==> config.mk <==
export PLATFORM = sky130hd
export DESIGN_NAME = ycr_tcm_mbank
export DESIGN_NICKNAME = d
export VERILOG_FILES = /design/src/rtl/ycr_tcm_mbank.sv
export SDC_FILE = /design/constraint.sdc
export NUM_CORES = 1
export LEC_CHECK = 0
export CELL_PAD_IN_SITES_DETAIL_PLACEMENT = 0
export CELL_PAD_IN_SITES_GLOBAL_PLACEMENT = 2
export CORE_MARGIN = 4
export CORE_UTILIZATION = 24
export CTS_BUF_LIST = sky130_fd_sc_hd__clkbuf_8 sky130_fd_sc_hd__clkbuf_16
export DETAILED_ROUTE_END_ITERATION = 12
export GPL_TIMING_DRIVEN = 0
export HOLD_SLACK_MARGIN = 0.12
export PLACE_DENSITY_LB_ADDON = 0.05
export SYNTH_ARGS = -nofsm -noshare
export SYNTH_HDL_FRONTEND = slang
export SYNTH_SLANG_ARGS = --single-unit
==> constraint.sdc <==
create_clock -name clk -period 2.5 [get_ports clk]
set_input_delay 0.75 -clock clk [delete_from_list [all_inputs] [get_ports clk]]
set_output_delay 0.75 -clock clk [all_outputs]
set_load 0.005 [all_outputs]
==> src/rtl/ycr_tcm_mbank.sv <==
// Multi-bank TCM controller: IMEM (read) and DMEM (read/write) ports over NUM_BANKS 1RW SRAMs.
// Optional out-of-range / misalignment reporting is enabled with YCR_TCM_ERR_EN.
module ycr_tcm_mbank #(
  parameter int          NUM_BANKS  = 4,
  parameter int          BANK_AW    = 9,
  parameter int          STARVE_LIM = 4,
  parameter logic [31:0] TCM_BASE   = 32'h0000_0000
) (
  input  logic                           clk,
  input  logic                           rst_n,
  input  logic                           imem_req,
  input  logic [31:0]                    imem_addr,
  output logic                           imem_req_ack,
  output logic [31:0]                    imem_rdata,
  output logic [1:0]                     imem_resp,
  input  logic                           dmem_req,
  input  logic                           dmem_cmd,
  input  logic [1:0]                     dmem_width,
  input  logic [31:0]                    dmem_addr,
  input  logic [31:0]                    dmem_wdata,
  output logic                           dmem_req_ack,
  output logic [31:0]                    dmem_rdata,
  output logic [1:0]                     dmem_resp,
  output logic                           sram_clk,
  output logic [NUM_BANKS-1:0]           sram_csb,
  output logic [NUM_BANKS-1:0]           sram_web,
  output logic [NUM_BANKS*BANK_AW-1:0]   sram_addr,
  output logic [NUM_BANKS*4-1:0]         sram_wmask,
  output logic [NUM_BANKS*32-1:0]        sram_din,
  input  logic [NUM_BANKS*32-1:0]        sram_dout
);

  localparam int LB     = $clog2(NUM_BANKS);
  localparam int BW     = (LB > 0) ? LB : 1;
  localparam int TCM_AW = BANK_AW + 2 + LB;

  localparam logic [1:0] RESP_NOTRDY = 2'b00;
  localparam logic [1:0] RESP_OK     = 2'b01;
  localparam logic [1:0] RESP_ER     = 2'b10;
  localparam logic [1:0] W_BYTE      = 2'b00;
  localparam logic [1:0] W_HWORD     = 2'b01;

  function automatic logic [BW-1:0] bank_of(input logic [31:0] a);
    logic [BW-1:0] b;
    b = a[BANK_AW+2 +: BW];
    if (NUM_BANKS == 1) b = '0;
    return b;
  endfunction

  function automatic logic [3:0] wr_mask(input logic [1:0] w, input logic [1:0] off);
    case (w)
      W_BYTE:  return 4'b0001 << off;
      W_HWORD: return 4'b0011 << {off[1], 1'b0};
      default: return 4'b1111;
    endcase
  endfunction

  function automatic logic [31:0] wr_data(input logic [1:0] w, input logic [31:0] d);
    case (w)
      W_BYTE:  return {4{d[7:0]}};
      W_HWORD: return {2{d[15:0]}};
      default: return d;
    endcase
  endfunction

  logic                i_dec, d_dec, i_err, d_err, conflict, starve_win, i_grant, d_grant;
  logic [BW-1:0]       i_bank, d_bank;
  logic [3:0]          starve_d, starve_q;
  logic                i_ack_d, i_ack_q, d_ack_d, d_ack_q;
  logic [1:0]          i_resp_d, i_resp_q, d_resp_d, d_resp_q;
  logic                i_err_d, i_err_q, d_err_d, d_err_q;
  logic [BW-1:0]       i_bank_d, i_bank_q, d_bank_d, d_bank_q;
  logic [1:0]          d_off_d, d_off_q;
  logic [NUM_BANKS-1:0] csb_d, csb_q, web_d, web_q;
  logic [NUM_BANKS-1:0][BANK_AW-1:0] addr_d, addr_q;
  logic [NUM_BANKS-1:0][3:0]         wmask_d, wmask_q;
  logic [NUM_BANKS-1:0][31:0]        din_d, din_q;
  logic [NUM_BANKS-1:0][31:0]        dout_w;
  logic                unused_bits;

  assign i_bank = bank_of(imem_addr);
  assign d_bank = bank_of(dmem_addr);

`ifdef YCR_TCM_ERR_EN
  assign i_err = (imem_addr[31:TCM_AW] != TCM_BASE[31:TCM_AW]);
  assign d_err = (dmem_addr[31:TCM_AW] != TCM_BASE[31:TCM_AW])
               | ((dmem_width == W_HWORD) & dmem_addr[0])
               | ((dmem_width == 2'b10) & (dmem_addr[1:0] != 2'b00));
  assign unused_bits = ^{imem_addr[1:0]};
`else
  assign i_err = 1'b0;
  assign d_err = 1'b0;
  // Upper address bits are ignored: the TCM aliases across the address space.
  assign unused_bits = ^{imem_addr[1:0], imem_addr[31:TCM_AW], dmem_addr[31:TCM_AW],
                         TCM_BASE[31:TCM_AW]};
`endif

  // Decide-cycle arbitration; errored requests never contend for a bank
  always_comb begin
    i_dec      = imem_req & ~i_ack_q;
    d_dec      = dmem_req & ~d_ack_q;
    conflict   = i_dec & d_dec & ~i_err & ~d_err & (i_bank == d_bank);
    starve_win = conflict & (starve_q == 4'(STARVE_LIM));
    i_grant    = i_dec & (~conflict | starve_win);
    d_grant    = d_dec & (~conflict | ~starve_win);

    starve_d = starve_q;
    if (i_grant)       starve_d = '0;
    else if (conflict) starve_d = starve_q + 4'd1;

    i_ack_d  = i_grant;
    d_ack_d  = d_grant;
    i_resp_d = RESP_NOTRDY;
    d_resp_d = RESP_NOTRDY;
    if (i_ack_q) i_resp_d = i_err_q ? RESP_ER : RESP_OK;
    if (d_ack_q) d_resp_d = d_err_q ? RESP_ER : RESP_OK;

    i_err_d  = i_err_q;
    i_bank_d = i_bank_q;
    d_err_d  = d_err_q;
    d_bank_d = d_bank_q;
    d_off_d  = d_off_q;
    if (i_grant) begin
      i_err_d  = i_err;
      i_bank_d = i_bank;
    end
    if (d_grant) begin
      d_err_d  = d_err;
      d_bank_d = d_bank;
      d_off_d  = dmem_addr[1:0];
    end
  end

  // Bank drive registered at grant, so the access lands in the ack cycle
  always_comb begin
    csb_d   = '1;
    web_d   = '1;
    addr_d  = addr_q;
    wmask_d = wmask_q;
    din_d   = din_q;
    for (int b = 0; b < NUM_BANKS; b++) begin
      if (d_grant & ~d_err & (d_bank == BW'(b))) begin
        csb_d[b]   = 1'b0;
        web_d[b]   = ~dmem_cmd;
        addr_d[b]  = dmem_addr[BANK_AW+1:2];
        wmask_d[b] = wr_mask(dmem_width, dmem_addr[1:0]);
        din_d[b]   = wr_data(dmem_width, dmem_wdata);
      end else if (i_grant & ~i_err & (i_bank == BW'(b))) begin
        csb_d[b]   = 1'b0;
        addr_d[b]  = imem_addr[BANK_AW+1:2];
      end
    end
  end

  always_ff @(posedge clk or negedge rst_n) begin
    if (!rst_n) begin
      starve_q <= '0;
      i_ack_q  <= 1'b0;
      d_ack_q  <= 1'b0;
      i_resp_q <= RESP_NOTRDY;
      d_resp_q <= RESP_NOTRDY;
      i_err_q  <= 1'b0;
      d_err_q  <= 1'b0;
      i_bank_q <= '0;
      d_bank_q <= '0;
      d_off_q  <= '0;
      csb_q    <= '1;
      web_q    <= '1;
    end else begin
      starve_q <= starve_d;
      i_ack_q  <= i_ack_d;
      d_ack_q  <= d_ack_d;
      i_resp_q <= i_resp_d;
      d_resp_q <= d_resp_d;
      i_err_q  <= i_err_d;
      d_err_q  <= d_err_d;
      i_bank_q <= i_bank_d;
      d_bank_q <= d_bank_d;
      d_off_q  <= d_off_d;
      csb_q    <= csb_d;
      web_q    <= web_d;
    end
  end

  always_ff @(posedge clk) begin
    addr_q  <= addr_d;
    wmask_q <= wmask_d;
    din_q   <= din_d;
  end

  assign dout_w       = sram_dout;
  assign sram_clk     = clk;
  assign sram_csb     = csb_q;
  assign sram_web     = web_q;
  assign sram_addr    = addr_q;
  assign sram_wmask   = wmask_q;
  assign sram_din     = din_q;
  assign imem_req_ack = i_ack_q;
  assign dmem_req_ack = d_ack_q;
  assign imem_resp    = i_resp_q;
  assign dmem_resp    = d_resp_q;
  assign imem_rdata   = i_err_q ? '0 : dout_w[i_bank_q];
  assign dmem_rdata   = d_err_q ? '0 : (dout_w[d_bank_q] >> {d_off_q, 3'b000});

endmodule

==> results of run 1 <==
-- layer usage --
metal | part of all wire, % | global-route usage (%)
met1 | 39 | 23.0
met2 | 49 | 31.9
met3 | 9.3 | 7.37
met4 | 2.4 | 4.79
met5 | 0.099 | 0
-- area by class of cell --
type                    instances  area [µm²]
multi-input cells             329        3800
repair buffers                508        5130
fillers                      3778       23300
flip-flops and latches        202        5970
clock inverters                19        86.3
inverters                       9        41.3
plain buffers                  39         427
diodes                          5        12.5
well taps                     525         657
clock buffers                  29         706
-- metrics by stage --
stage                     setup slack, ps  hold slack [ps]  util (%)  std cells  power (mW)
after global routing                 -959              383      42.0       1665        11.0
after global placement              -1190              460      37.3       1554        6.76
final                                -869              385      42.0       1665        10.5
after detailed placement            -1200              464      37.3       1554        6.75
after floorplan                     -31.7              432         -        585        5.15
after CTS                            -908              355      40.9       1642        10.5
-- final timing paths --
check	from	endpoint	slack, ps	cells after the start
min	dmem_addr[11]	sram_web[3]$_DFF_PN1_	390	2
max reg2reg	starve_q[0]$_DFFE_PN0P_	sram_addr[23]$_DFFE_PP_	160	7
min in group asynchronous	rst_n	dmem_req_ack$_DFF_PN0_	720	1
max	d_bank_q[1]$_DFFE_PN0P_	dmem_rdata[4]	-870	6
min reg2reg	imem_req_ack$_DFF_PN0_	imem_resp[0]$_DFF_PN0_	460	0
max in group asynchronous	rst_n	i_bank_q[1]$_DFFE_PN0P_	1040	1
-- worst max-delay path: stages, from the launching register on --
cell and delay [ps]:
dfrtp_2 430, buf_12 130, buf_12 140, mux4_2 500
mux2_4 290, a221o_1 340, buf_2 150
-- cells in the final DEF (no fill, tap or decap), types with 8 or more instances in the layout --
master,instances
clkdlybuf4s50_1,378
edfxtp_1,180
mux4_2,72
mux2_1,56
buf_2,49
buf_6,44
clkbuf_16,30
buf_4,21
nand2_1,20
buf_12,20
nand2b_1,18
nor2_1,18
a21oi_1,14
mux2i_1,13
o21ai_1,13
mux2_4,13
clkinv_1,11
dfrtp_1,11
buf_8,11
nor2b_1,9
inv_1,8
o211ai_1,8
a221o_1,8
dfstp_2,8
-- power breakdown --
| part | switching, mW | internal (mW) |
|---|---|---|
| clock network | 1.38 | 2.03 |
| registers | 0.0560 | 3.84 |
| logic | 1.42 | 1.82 |
| total | 2.85 | 7.69 |
-- kinds of logic (layout without fill, tap and decap cells) --
family                   count (synthesis)  in the layout  synth area share (%)
buffers and inverters                   54            604                  2.65
AO/OA/AOI/OAI                           69             69                  4.52
adder cells (fa/ha/maj)                  2              2                 0.255
XOR/XNOR                                 5              5                 0.446
AND/OR/NAND/NOR                         90             90                  4.86
other                                    1              7                0.0382
flip-flops                             202            202                  60.7
multiplexers                           161            161                  26.5
-- registers in the layout, summed over array words and instances, names as in the netlist --
name	flops
sram_din	128
sram_addr	36
dmem_req_ack	1
sram_wmask	16
i_bank_q	2
dmem_resp	1
d_off_q	2
d_bank_q	2
starve_q	4
imem_req_ack	1
sram_csb	4
sram_web	4
imem_resp	1
-- repair_timing --
item	4_1_cts	5_1_grt
buffers inserted	39	28
cloned	6	2
endpoints found under the setup margin	195	115
pin swaps	13	16
hold endpoints to repair	0	0
gates resized for setup	411	65
==> run metrics, run 1 <==
Cells after Synth=584; dpl cell area=14900 µm²; Setup TNS Final=-31670 ps; post-route cell area=16800 µm²; failing checks=setup timing; Worst-path clk slew=60 ps; Worst Path Required=1750 ps; power density over the cells=627 nW/µm²; min cycle time layout=3370 ps; nets=1350; fraction of layout cells with a size suffix above 1=29.0%; cell area after synthesis=9820 µm²; status=finished with violations; number of synthesized flops with an enable pin=180; GR Overflow Total=0; GRT Resource Usage Total=19.0%; I/O Buffers=444; number of top-level pins=490; leading area contributor after synthesis=edfxtp_1; routed vias=7670; Die Height=210 µm; number of antenna violations at the first check in global routing=8; final setup fails=64; vias in the first global route=8083; endpoints failing hold=0; routability cong.=0.806; drc violations=0; HPWL after DPL=32500 µm; latest clock arrival within the worst-skew pair=630 ps; drt total wl=44500 µm; Slew Limit Fails=0; hold-fix buffers at CTS=0; die area=44200 µm²; drt wl/cell=26.7 µm; critical path launch point type=flop; crit path DAT=2620 ps; worst clock skew=15.5 ps; path category of the worst min-delay check=in2reg; area delta synth->final=71.2%; RSZ-0062 raised after global routing=true; vias per inst=4.61; setup ws final=-869 ps; count leader, synth=edfxtp_1; Leakage=6.09 nW; Synth Flop Type=edfxtp_1; Die W=210 µm; CP Class=reg2out; Synth area leaders=edfxtp_1, mux4_2, mux2_1, dfrtp_1, dfstp_2; Max-Cap Viols=0; post-synthesis sequential element count=202; Synth async-reset ratio=10.9%; post-synthesis area per instance=16.8 µm²; first-pass GRT wire length=61000 µm; Placement Rows=73; Worst-Margin Slew=1100 ps; Yosys top cell area share=55.0%; Post-DRT Antenna Nets=0; crit-path max FO=8; Worst setup EP type=primary output; Max Freq=0.297 GHz; most common library cells after synthesis=edfxtp_1, mux4_2, mux2_1, nor2_1, clkbuf_1; Slew headroom=26.1%; drt first pass iters=4; DR iter-0 viols=358; largest net degree at the start of global routing=46; register area share after synthesis=60.7%; period utilisation layout=135%; Synth Warn #=0; area of the core=40100 µm²; Netlist cell types=48; Max IR drop VDD=0.445 mV; Initial Util=24.5%; TritonCTS clock tree=done
No activity file was read; power rests on OpenSTA's default activity.
==> inputs of run 2 (changes only) <==
SKIP_CTS_REPAIR_TIMING = 1   (was default)
==> run 2 against run 1 <==
Effect of this change: the flow still finishes with violations (setup timing); register-to-register slack is essentially flat; combinational power fell by 6.8%; utilization down 0.86 points; fmax down 3.8%; die area is the same; critical endpoint is now dmem_rdata[0]; largest cell class unchanged.
==> run metrics, run 2 (synthesis results as in run 1) <==
vias in the first global route=7820; RSZ-0062 raised after global routing=true; Die Height=210 µm; largest net degree at the start of global routing=46; drt wl/cell=26.9 µm; Post-DRT Antenna Nets=0; Slew headroom=26.8%; area delta synth->final=67.7%; I/O Buffers=444; DR iter-0 viols=336; Die W=210 µm; drt total wl=44600 µm; Slew Limit Fails=0; failing checks=setup timing; Worst-path clk slew=60 ps; commonest non-fill, non-tap cell in the layout=clkdlybuf4s50_1; Max-Cap Viols=0; period utilisation layout=140%; Worst setup EP type=primary output; crit path DAT=2750 ps; endpoints failing hold=0; nets=1344; Most Crowded Layer GR=met2; Max IR drop VDD=0.445 mV; Worst Path Required=1750 ps; die area=44200 µm²; vias per inst=4.62; Max Freq=0.286 GHz; post-route cell area=16500 µm²; final core area utilization=41.1%; Placement Rows=73; drc violations=0; drt first pass iters=4; routed vias=7668; critical path launch point type=flop; min cycle time layout=3500 ps; met2 usage=31.1%; area of the core=40100 µm²; commonest non-fill, non-tap cells in the layout=clkdlybuf4s50_1, edfxtp_1, mux4_2; fraction of layout cells with a size suffix above 1=28.3%; number of top-level pins=490; routability cong.=0.806; worst clock skew=16.8 ps; power density over the cells=627 nW/µm²; Leakage=5.96 nW; Worst-Margin Slew=1100 ps; path category of the worst min-delay check=in2reg; GRT met1 Usage=21.7%; grt met3 use=7.14%; flip-flop count of the largest register after layout=128; latest clock arrival within the worst-skew pair=630 ps; Initial Util=24.5%; CP Class=reg2out; GRT Resource Usage Total=18.2%; HPWL after DPL=32500 µm; TritonCTS clock tree=done; final setup fails=64; setup ws final=-1000 ps; status=finished with violations; crit-path max FO=4; first-pass GRT wire length=58700 µm; dpl cell area=14900 µm²; GR Overflow Total=0; number of antenna violations at the first check in global routing=7
## run 2: where the power goes
part           internal (mW)  switching (mW)
combinational           1.64            1.38
sequential              3.84          0.0614
clock                   2.03            1.37
total                   7.52            2.81
## run 2: layout make-up
class                   instances  area, µm²
multi-input cells             329       3780
fillers                      3814      23600
repair buffers                500       4780
clock buffers                  29        706
inverters                       9       41.3
clock inverters                19       86.3
plain buffers                  41        443
well taps                     525        657
diodes                          4       10.0
flip-flops and latches        202       5970
## run 2: worst max-delay path, stage by stage (launching register included)
cell and delay, ps:
dfrtp_2 520, clkbuf_16 210, buf_6 90, mux4_2 480, mux2_4 300, a221o_1 370, buf_6 140
## run 2: metal layers
metal  share of wire, %  wire [µm]
met5               0.11         50
met4                2.0        877
met3                9.1       4080
met2                 49      22000
met1                 40      17600
## run 2: stage by stage
step	setup slack, ps	power [mW]	std cells	hold WS, ps	TNS, ps
6_report	-1000	10.3	1658	384	-30880
5_1_grt	-1080	10.8	1658	383	-35860
4_1_cts	-1670	10.2	1601	345	-127240
3_5_place_dp	-1200	6.75	1554	464	-248880
3_3_place_gp	-1190	6.76	1554	460	-251210
2_1_floorplan	-31.7	5.15	585	432	-254
## run 2: worst paths after layout
check,startpoint,endpoint,slack [ps],cells past startpoint
setup / recovery,d_bank_q[1]$_DFFE_PN0P_,dmem_rdata[0],-1000,6
hold / removal,dmem_addr[11],sram_web[3]$_DFF_PN1_,380,2
setup reg to reg,starve_q[0]$_DFFE_PN0P_,sram_addr[23]$_DFFE_PP_,160,7
hold reg to reg,imem_req_ack$_DFF_PN0_,imem_resp[0]$_DFF_PN0_,460,0
max in group asynchronous,rst_n,i_bank_q[1]$_DFFE_PN0P_,1050,1
min in group asynchronous,rst_n,dmem_req_ack$_DFF_PN0_,720,1
